## config.mk

```make
export PLATFORM = sky130hd
export DESIGN_NAME = axi_rd_lat_mon
export DESIGN_NICKNAME = d
export VERILOG_FILES = /design/src/rtl/axi_rd_lat_mon.sv
export SDC_FILE = /design/constraint.sdc
export NUM_CORES = 2
export LEC_CHECK = 0
export BUFFER_PORTS_ARGS = -buffer_cell sky130_fd_sc_hd__buf_4
export CAP_MARGIN = 10
export CORE_ASPECT_RATIO = 2
export CORE_MARGIN = 5
export CORE_UTILIZATION = 55
export CTS_CLUSTER_DIAMETER = 60
export DETAILED_ROUTE_END_ITERATION = 8
export GPL_TIMING_DRIVEN = 0
export PLACE_DENSITY = 0.72
export SLEW_MARGIN = 0
export SYNTH_ARGS = -nofsm -noshare
export SYNTH_HDL_FRONTEND = slang
export SYNTH_SLANG_ARGS = --single-unit
```

## constraint.sdc

```tcl
create_clock -name clk -period 16.2 [get_ports clk]
set_input_delay 4.86 -clock clk [delete_from_list [all_inputs] [get_ports clk]]
set_output_delay 4.86 -clock clk [all_outputs]
set_load 0.01 [all_outputs]
```

## src/rtl/axi_rd_lat_mon.sv

```systemverilog
// Passive AXI read-latency monitor: tracks outstanding AR requests by ID and accumulates latency statistics.
// Latency: statistics and outstanding are registered and reflect a handshake one cycle after it.
// Backpressure: none; the block only snoops the AR/R handshakes and never drives ready or valid.
module axi_rd_lat_mon #(
  parameter int ID_WIDTH             = 8,
  parameter int LOG_OUTSTAND         = 5,
  parameter int BURST_LEN_WIDTH      = 8,
  parameter int LOG_BLOCK_DATA_BYTES = 5,
  parameter int CNT_WIDTH            = 32,
  parameter int LAT_WIDTH            = 16
) (
  input  logic                       clk,
  input  logic                       resetN,
  input  logic                       en,
  input  logic                       clear,
  input  logic                       ar_valid,
  input  logic                       ar_ready,
  input  logic [ID_WIDTH-1:0]        ar_id,
  input  logic [BURST_LEN_WIDTH-1:0] ar_len,
  input  logic                       r_valid,
  input  logic                       r_ready,
  input  logic                       r_last,
  input  logic [ID_WIDTH-1:0]        r_id,
  output logic [CNT_WIDTH-1:0]       req_cnt,
  output logic [CNT_WIDTH-1:0]       resp_cnt,
  output logic [CNT_WIDTH-1:0]       beat_cnt,
  output logic [CNT_WIDTH-1:0]       lat_sum,
  output logic [LAT_WIDTH-1:0]       lat_min,
  output logic [LAT_WIDTH-1:0]       lat_max,
  output logic [LOG_OUTSTAND:0]      outstanding,
  output logic                       err_overflow,
  output logic                       err_orphan
);
  localparam int L = LOG_OUTSTAND;
  localparam int N = 1 << LOG_OUTSTAND;

  // Burst length and beat size do not affect tracking; bytes are derived outside.
  logic unused_cfg;
  assign unused_cfg = (^ar_len) ^ LOG_BLOCK_DATA_BYTES[0];

  // Pointers carry one extra wrap bit so a full window (tail - head == N) differs from an empty one.
  logic [L:0]           head_q, head_d, tail_q, tail_d;
  logic [N-1:0]         valid_q, valid_d;
  logic [ID_WIDTH-1:0]  id_q    [N];
  logic [LAT_WIDTH-1:0] start_q [N];
  logic [LAT_WIDTH-1:0] ts_q, ts_d;

  logic [CNT_WIDTH-1:0] req_q, req_d, resp_q, resp_d, beat_q, beat_d, sum_q, sum_d;
  logic [LAT_WIDTH-1:0] min_q, min_d, max_q, max_d;
  logic [L:0]           out_q, out_d;
  logic                 ovf_q, ovf_d, orph_q, orph_d;

  logic                 ar_hs, r_beat, r_done, alloc, drop, hit, orphan, head_adv;
  logic [L-1:0]         head_idx, tail_idx, idx, match_idx;
  logic                 found;
  logic [LAT_WIDTH-1:0] lat;
  logic [CNT_WIDTH:0]   lat_ext, sum_wide;

  function automatic logic [CNT_WIDTH-1:0] sat_inc(input logic [CNT_WIDTH-1:0] v);
    return (v == '1) ? v : v + CNT_WIDTH'(1);
  endfunction

  assign ar_hs    = ar_valid & ar_ready & en;
  assign r_beat   = r_valid & r_ready & en;
  assign r_done   = r_beat & r_last;
  assign head_idx = head_q[L-1:0];
  assign tail_idx = tail_q[L-1:0];
  // Fullness is judged on the pre-cycle tail entry, so a same-cycle retirement never frees it for this AR.
  assign alloc    = ar_hs & ~valid_q[tail_idx];
  assign drop     = ar_hs & valid_q[tail_idx];
  assign head_adv = (head_q != tail_q) & ~valid_q[head_idx];

  // Oldest valid entry with a matching ID, walking from head; the entry allocated this cycle is not yet valid.
  always_comb begin
    found     = 1'b0;
    match_idx = '0;
    idx       = '0;
    for (int k = 0; k < N; k++) begin
      idx = head_idx + L'(k);
      if (!found && valid_q[idx] && (id_q[idx] == r_id)) begin
        found     = 1'b1;
        match_idx = idx;
      end
    end
  end

  assign hit      = r_done & found;
  assign orphan   = r_done & ~found;
  assign lat      = ts_q - start_q[match_idx];
  assign lat_ext  = {{(CNT_WIDTH + 1 - LAT_WIDTH){1'b0}}, lat};
  assign sum_wide = {1'b0, sum_q} + lat_ext;

  // Next-state for the table pointers, valid bits and all statistics; clear overrides every event.
  always_comb begin
    ts_d    = ts_q + LAT_WIDTH'(1);
    head_d  = head_q;
    tail_d  = tail_q;
    valid_d = valid_q;
    req_d   = req_q;
    resp_d  = resp_q;
    beat_d  = beat_q;
    sum_d   = sum_q;
    min_d   = min_q;
    max_d   = max_q;
    out_d   = out_q;
    ovf_d   = ovf_q;
    orph_d  = orph_q;
    if (clear) begin
      head_d  = '0;
      tail_d  = '0;
      valid_d = '0;
      req_d   = '0;
      resp_d  = '0;
      beat_d  = '0;
      sum_d   = '0;
      min_d   = '1;
      max_d   = '0;
      out_d   = '0;
      ovf_d   = 1'b0;
      orph_d  = 1'b0;
    end else begin
      if (alloc) begin
        valid_d[tail_idx] = 1'b1;
        tail_d            = tail_q + (L+1)'(1);
        req_d             = sat_inc(req_q);
      end
      if (drop)   ovf_d  = 1'b1;
      if (orphan) orph_d = 1'b1;
      if (hit) begin
        valid_d[match_idx] = 1'b0;
        resp_d             = sat_inc(resp_q);
        sum_d              = sum_wide[CNT_WIDTH] ? '1 : sum_wide[CNT_WIDTH-1:0];
        if (lat < min_q) min_d = lat;
        if (lat > max_q) max_d = lat;
      end
      if (r_beat)   beat_d = sat_inc(beat_q);
      if (head_adv) head_d = head_q + (L+1)'(1);
      if (alloc && !hit)      out_d = out_q + (L+1)'(1);
      else if (!alloc && hit) out_d = out_q - (L+1)'(1);
    end
  end

  // State register; reset brings everything to the cleared state and restarts the timestamp.
  always_ff @(posedge clk or negedge resetN) begin
    if (!resetN) begin
      ts_q    <= '0;
      head_q  <= '0;
      tail_q  <= '0;
      valid_q <= '0;
      req_q   <= '0;
      resp_q  <= '0;
      beat_q  <= '0;
      sum_q   <= '0;
      min_q   <= '1;
      max_q   <= '0;
      out_q   <= '0;
      ovf_q   <= 1'b0;
      orph_q  <= 1'b0;
    end else begin
      ts_q    <= ts_d;
      head_q  <= head_d;
      tail_q  <= tail_d;
      valid_q <= valid_d;
      req_q   <= req_d;
      resp_q  <= resp_d;
      beat_q  <= beat_d;
      sum_q   <= sum_d;
      min_q   <= min_d;
      max_q   <= max_d;
      out_q   <= out_d;
      ovf_q   <= ovf_d;
      orph_q  <= orph_d;
    end
  end

  // Entry payload needs no reset: it is only ever read while its valid bit is set.
  always_ff @(posedge clk) begin
    if (alloc) begin
      id_q[tail_idx]    <= ar_id;
      start_q[tail_idx] <= ts_q;
    end
  end

  assign req_cnt      = req_q;
  assign resp_cnt     = resp_q;
  assign beat_cnt     = beat_q;
  assign lat_sum      = sum_q;
  assign lat_min      = min_q;
  assign lat_max      = max_q;
  assign outstanding  = out_q;
  assign err_overflow = ovf_q;
  assign err_orphan   = orph_q;

endmodule

```

==> results of run 1 <==
## stage by stage
step | setup TNS, ps | setup WS [ps] | hold WS (ps) | util (%)
4_1_cts | 0 | 8.42 | 523 | 62.3
3_5_place_dp | -321440 | -5390 | 503 | 59.5
3_3_place_gp | -403760 | -6470 | 486 | 57.9
2_1_floorplan | 0 | 1540 | 525 | -
## routing by layer
layer	GRT overflow	track usage, %
met3	45	59.5
met1	14	74.2
met2	2302	99.4
met4	1273	83.7
met5	6	22.3
## synthesized netlist by cell type, types with 49 or more instances
cell      instances  area share, %
or3_1            54           0.47
clkbuf_1        171           0.90
buf_1            54           0.28
dfrtp_1         212            7.4
mux2_2          191            3.0
nor3_1          111           0.78
o22ai_1          68           0.59
xor2_1          149            1.8
and3_1           49           0.43
inv_1            94           0.49
nand3_1         170            1.2
nand4_1         104           0.91
buf_2           152            1.1
o21ai_0         105           0.73
a211oi_1        104            1.1
ha_1             88            1.5
a21oi_1         212            1.5
nand2_1         641            3.4
mux2i_1         578            8.1
mux4_2          505             16
a31oi_1          62           0.54
edfxtp_1        768             32
nor2_1          344            1.8
xnor2_1         288            3.5
## cell families after synthesis
kind of cell / share of synthesized area (%)
buffers and inverters: 4.30
AO/OA/AOI/OAI: 9.01
multiplexers: 27.1
XOR/XNOR: 5.50
adder cells (fa/ha/maj): 1.62
AND/OR/NAND/NOR: 12.2
flip-flops: 40.2
## timing repair
action / in CTS
endpoints found under the setup margin: 64
pin swaps: 14
hold endpoints to repair: 0
resized for setup: 236
setup buffers: 15
gates cloned: 0
==> impl_metrics.py, run 1 <==
metrics = {
    "synthesis": {
        "syn-num-nets": 6229,
        "ys_seq_elements": 996,
        "synth-edff-count": 768,
        "synth_flop_cell": "edfxtp_1",
        "async_flop_share_pct": 22.9,
        "netlist_instances": 6105,
        "syn_avg_cell_area_um2": 11.7,
        "ys_seq_area_share_pct": 40.2,
        "ys_types": 123,
        "yosysWarningCount": 0,
        "syn_area_um2": 71500,
    },
    "global_routing": {
        "gr-total-overflow": 3640,
        "grt_pass1_wl_um": 792000,
        "grt_max_degree": 118,
        "grt_pass1_vias": 82901,
        "track_usage_pct": 78.3,
    },
    "die": {
        "die_y_um": 520,
        "row_count": 187,
        "die_w_um": 265,
        "io_pins": 201,
        "start_util_pct": 55.2,
    },
    "clock_network": {
        "cts-buffers-inserted": 79,
        "max-clock-path-buffers": 3,
        "htreeDepth": 3,
        "cts.sinks": 996,
        "clk_root_buffer_cell": "clkbuf_16",
        "holdBufCountCts": 0,
    },
    "placement": {
        "hpwl_um": 343000,
        "placed_area_um2": 77100,
        "port_buffers": 186,
        "dpl.cell_count": 8093,
        "place.gp.congestion": 1.31,
    },
    "status": {
        "haltStage": "global routing",
        "stop_error": "[ERROR GRT-0116] Global routing finished with congestion. Check the congestion regions in the DRC Viewer.",
        "status": "aborted with a tool error",
    },
}
==> inputs of run 2 (changes only) <==
CORE_ASPECT_RATIO = unset   (was 2)
CORE_UTILIZATION = 40   (was 55)
CTS_CLUSTER_DIAMETER = unset   (was 60)
PLACE_DENSITY = unset   (was 0.72)
PLACE_DENSITY_LB_ADDON = 0.15   (was unset)
==> run 2 against run 1 <==
Synthesized cell count did not move. The flow now finishes, with violations (capacitance limit, slew limit). Area after synthesis did not move.
==> impl_metrics.py, run 2 <==
metrics = {
    "status": {
        "status": "finished with violations",
        "failed_checks": "capacitance limit, slew limit",
    },
    "clock_network": {
        "cts-buffers-inserted": 103,
        "clkTransAtPathRegs_ps": 60,
        "cts.sinks": 996,
        "htreeDepth": 3,
        "cts_tree": "yes",
        "max-clock-path-buffers": 3,
        "holdBufCountCts": 0,
        "clk_root_buffer_cell": "clkbuf_16",
        "clk_latency_ps": 770,
    },
    "sta": {
        "rsz0062_at_grt": "no",
        "fmax_ghz": 0.0629,
        "period_share_pct": 98.2,
        "postLayoutSetupSlackWorst_ps": 298,
        "hold_viol_final": 0,
        "report.final.slew_viol_count": 13,
        "finalClockSkew_ps": 71.4,
        "tightest_slew_ps": 1530,
        "slew_headroom_pct": -4.77,
        "period_needed_ps": 15900,
        "setup_violations": 0,
    },
    "setup_path": {
        "critPathArrivalTime_ps": 16560,
        "regToRegSetupSlack_ps": 380,
        "crit_required_ps": 16860,
        "path_max_fanout": 10,
        "critical_path_class": "in -> reg",
        "crit_top_cell": "o21a_1",
        "cp-end-kind": "register",
        "max_stage_delay_ps": 810,
        "startpoint_type": "primary input",
        "crit_slowest_cell": "or4_1",
    },
    "hold_path": {
        "hold_class": "reg -> reg",
    },
    "synthesis": {
        "synth-edff-count": 768,
        "ys_seq_elements": 996,
        "yosysTopAreaCellShare_pct": 32.2,
        "synthTopCellsByArea": "edfxtp_1 (32%), mux4_2 (16%), mux2i_1 (8.1%)",
        "synth.most_common_cell": "edfxtp_1",
        "syn_area_um2": 71500,
        "synth_area_leader_cell": "edfxtp_1",
        "syn_avg_cell_area_um2": 11.7,
        "async_flop_share_pct": 22.9,
        "netlist_instances": 6105,
        "synth_common_cells": "edfxtp_1 (768), nand2_1 (641), mux2i_1 (578)",
        "syn-num-nets": 6229,
        "yosysWarningCount": 0,
        "ys_types": 123,
        "synth_flop_cell": "edfxtp_1",
        "ys_seq_area_share_pct": 40.2,
    },
    "global_routing": {
        "antenna_found_initial": 26,
        "gr-total-overflow": 0,
        "grt_pass1_wl_um": 552000,
        "grt_pass1_vias": 58601,
        "grt_max_degree": 108,
        "track_usage_pct": 44.0,
    },
    "detailed_routing": {
        "wl_um": 422000,
        "route.met2.wl_um": 182000,
        "drc": 0,
        "antenna_left": 0,
        "firstDrtPassIters": 6,
        "routedWlPerCell_um": 46.9,
        "drt_iter0_markers": 9011,
        "dr_wl_met3_um": 44000,
        "top_layer": "met5",
        "vias": 62632,
        "avgViaCountPerCell": 6.96,
        "drt-met1-wl_um": 148000,
    },
    "cells_and_area": {
        "top_regs": "start_q x512, id_q x256",
        "fin_area_um2": 83100,
        "final_layout_size_suffix_gt1_share_pct": 26.5,
        "num-nets-final": 6662,
        "largest_register": "start_q",
        "largest_register_ffs": 512,
        "layout_commonest_cell": "edfxtp_1",
        "area_growth_pct": 16.2,
        "fin_util_pct": 46.7,
        "most-common-layout-cells": "edfxtp_1 (768), nand2_1 (638), mux2i_1 (566), mux4_2 (505), nor2_1 (311)",
    },
    "die": {
        "core_area_um2": 178000,
        "start_util_pct": 40.1,
        "dieArea_um2": 187000,
        "row_count": 155,
        "die_y_um": 433,
        "die_w_um": 433,
        "io_pins": 201,
    },
    "placement": {
        "hpwl_um": 330000,
        "port_buffers": 186,
        "place.gp.congestion": 1.11,
        "placed_area_um2": 78100,
        "dp_slack_ps": -4520,
    },
    "run": {
        "drv_cap": 4,
    },
    "pwr": {
        "finalPower_mw": 12.5,
        "peakVddDrop_v": 0.000103,
        "p_per_area_nw_per_um2": 151,
        "leakagePower_nw": 30.7,
    },
}
## run 2: cell counts after synthesis
No cell type changed its count.
## run 2: repair_timing
| item | CTS | global route |
|---|---|---|
| endpoints found under the setup margin | 64 | 64 |
| setup buffers | 15 | 11 |
| cloned | 0 | 1 |
| pin swaps | 10 | 10 |
| resized for setup | 210 | 125 |
## run 2: cell type report
cell class	instances	area [um^2]
Clock inverter	69	851
Antenna cell	18	45.0
Inverter	102	389
Fill cell	16330	95100
Multi-Input combinational cell	4536	40600
Clock buffer	126	2710
Buffer	467	3120
Tap cell	2355	2950
Sequential cell	996	28800
Timing Repair Buffer	332	3660
## run 2: stage by stage
step	hold slack [ps]	cells	setup TNS, ps
2_1_floorplan	525	6105	0
3_3_place_gp	492	8646	-434280
3_5_place_dp	516	8757	-260280
4_1_cts	531	8966	0
5_1_grt	566	8984	0
6_report	527	9001	0
## run 2: cell families after synthesis
logic type	after synthesis	synth area share (%)
compound gates	929	9.01
xor+xnor	442	5.50
fa+ha+maj	91	1.62
buf+inv	574	4.30
flops	996	40.2
mux	1280	27.1
simple gates	1793	12.2
## run 2: report_power, final
| group | switching [mW] | leakage [nW] | internal (mW) |
|---|---|---|---|
| combinational | 4.73 | 18.3 | 2.53 |
| sequential | 0.00862 | 10.7 | 2.74 |
| clock | 1.09 | 1.70 | 1.44 |
| total | 5.83 | 30.7 | 6.71 |
## run 2: worst paths after layout
check	startpoint	to	cells past startpoint
setup / recovery	r_id[7]	lat_min[9]	48
hold / removal	err_orphan	err_orphan	2
setup reg to reg	head_q[1]	lat_max[12]	53
hold reg to reg	err_orphan	err_orphan	2
max in group asynchronous	resetN	ts_q[8]	3
min in group asynchronous	resetN	beat_cnt[26]	1
## run 2: metal layers
metal / GRT usage (%) / vias to the layer above
li1: - / 24615
met1: 51.9 / 31935
met2: 66.0 / 4714
met3: 12.2 / 1360
met4: 38.7 / 8
met5: 0 / -
## run 2: worst max-delay path, delay by kind of cell
family,cells,cell delay (ps)
xor gates and xnor gates,1,120
and+or+nand+nor,14,3280
buffers and inverters,14,4240
adders and majority gates,3,1010
AOI/OAI and AO/OA,16,2950
(Power assumes the default switching activity.)
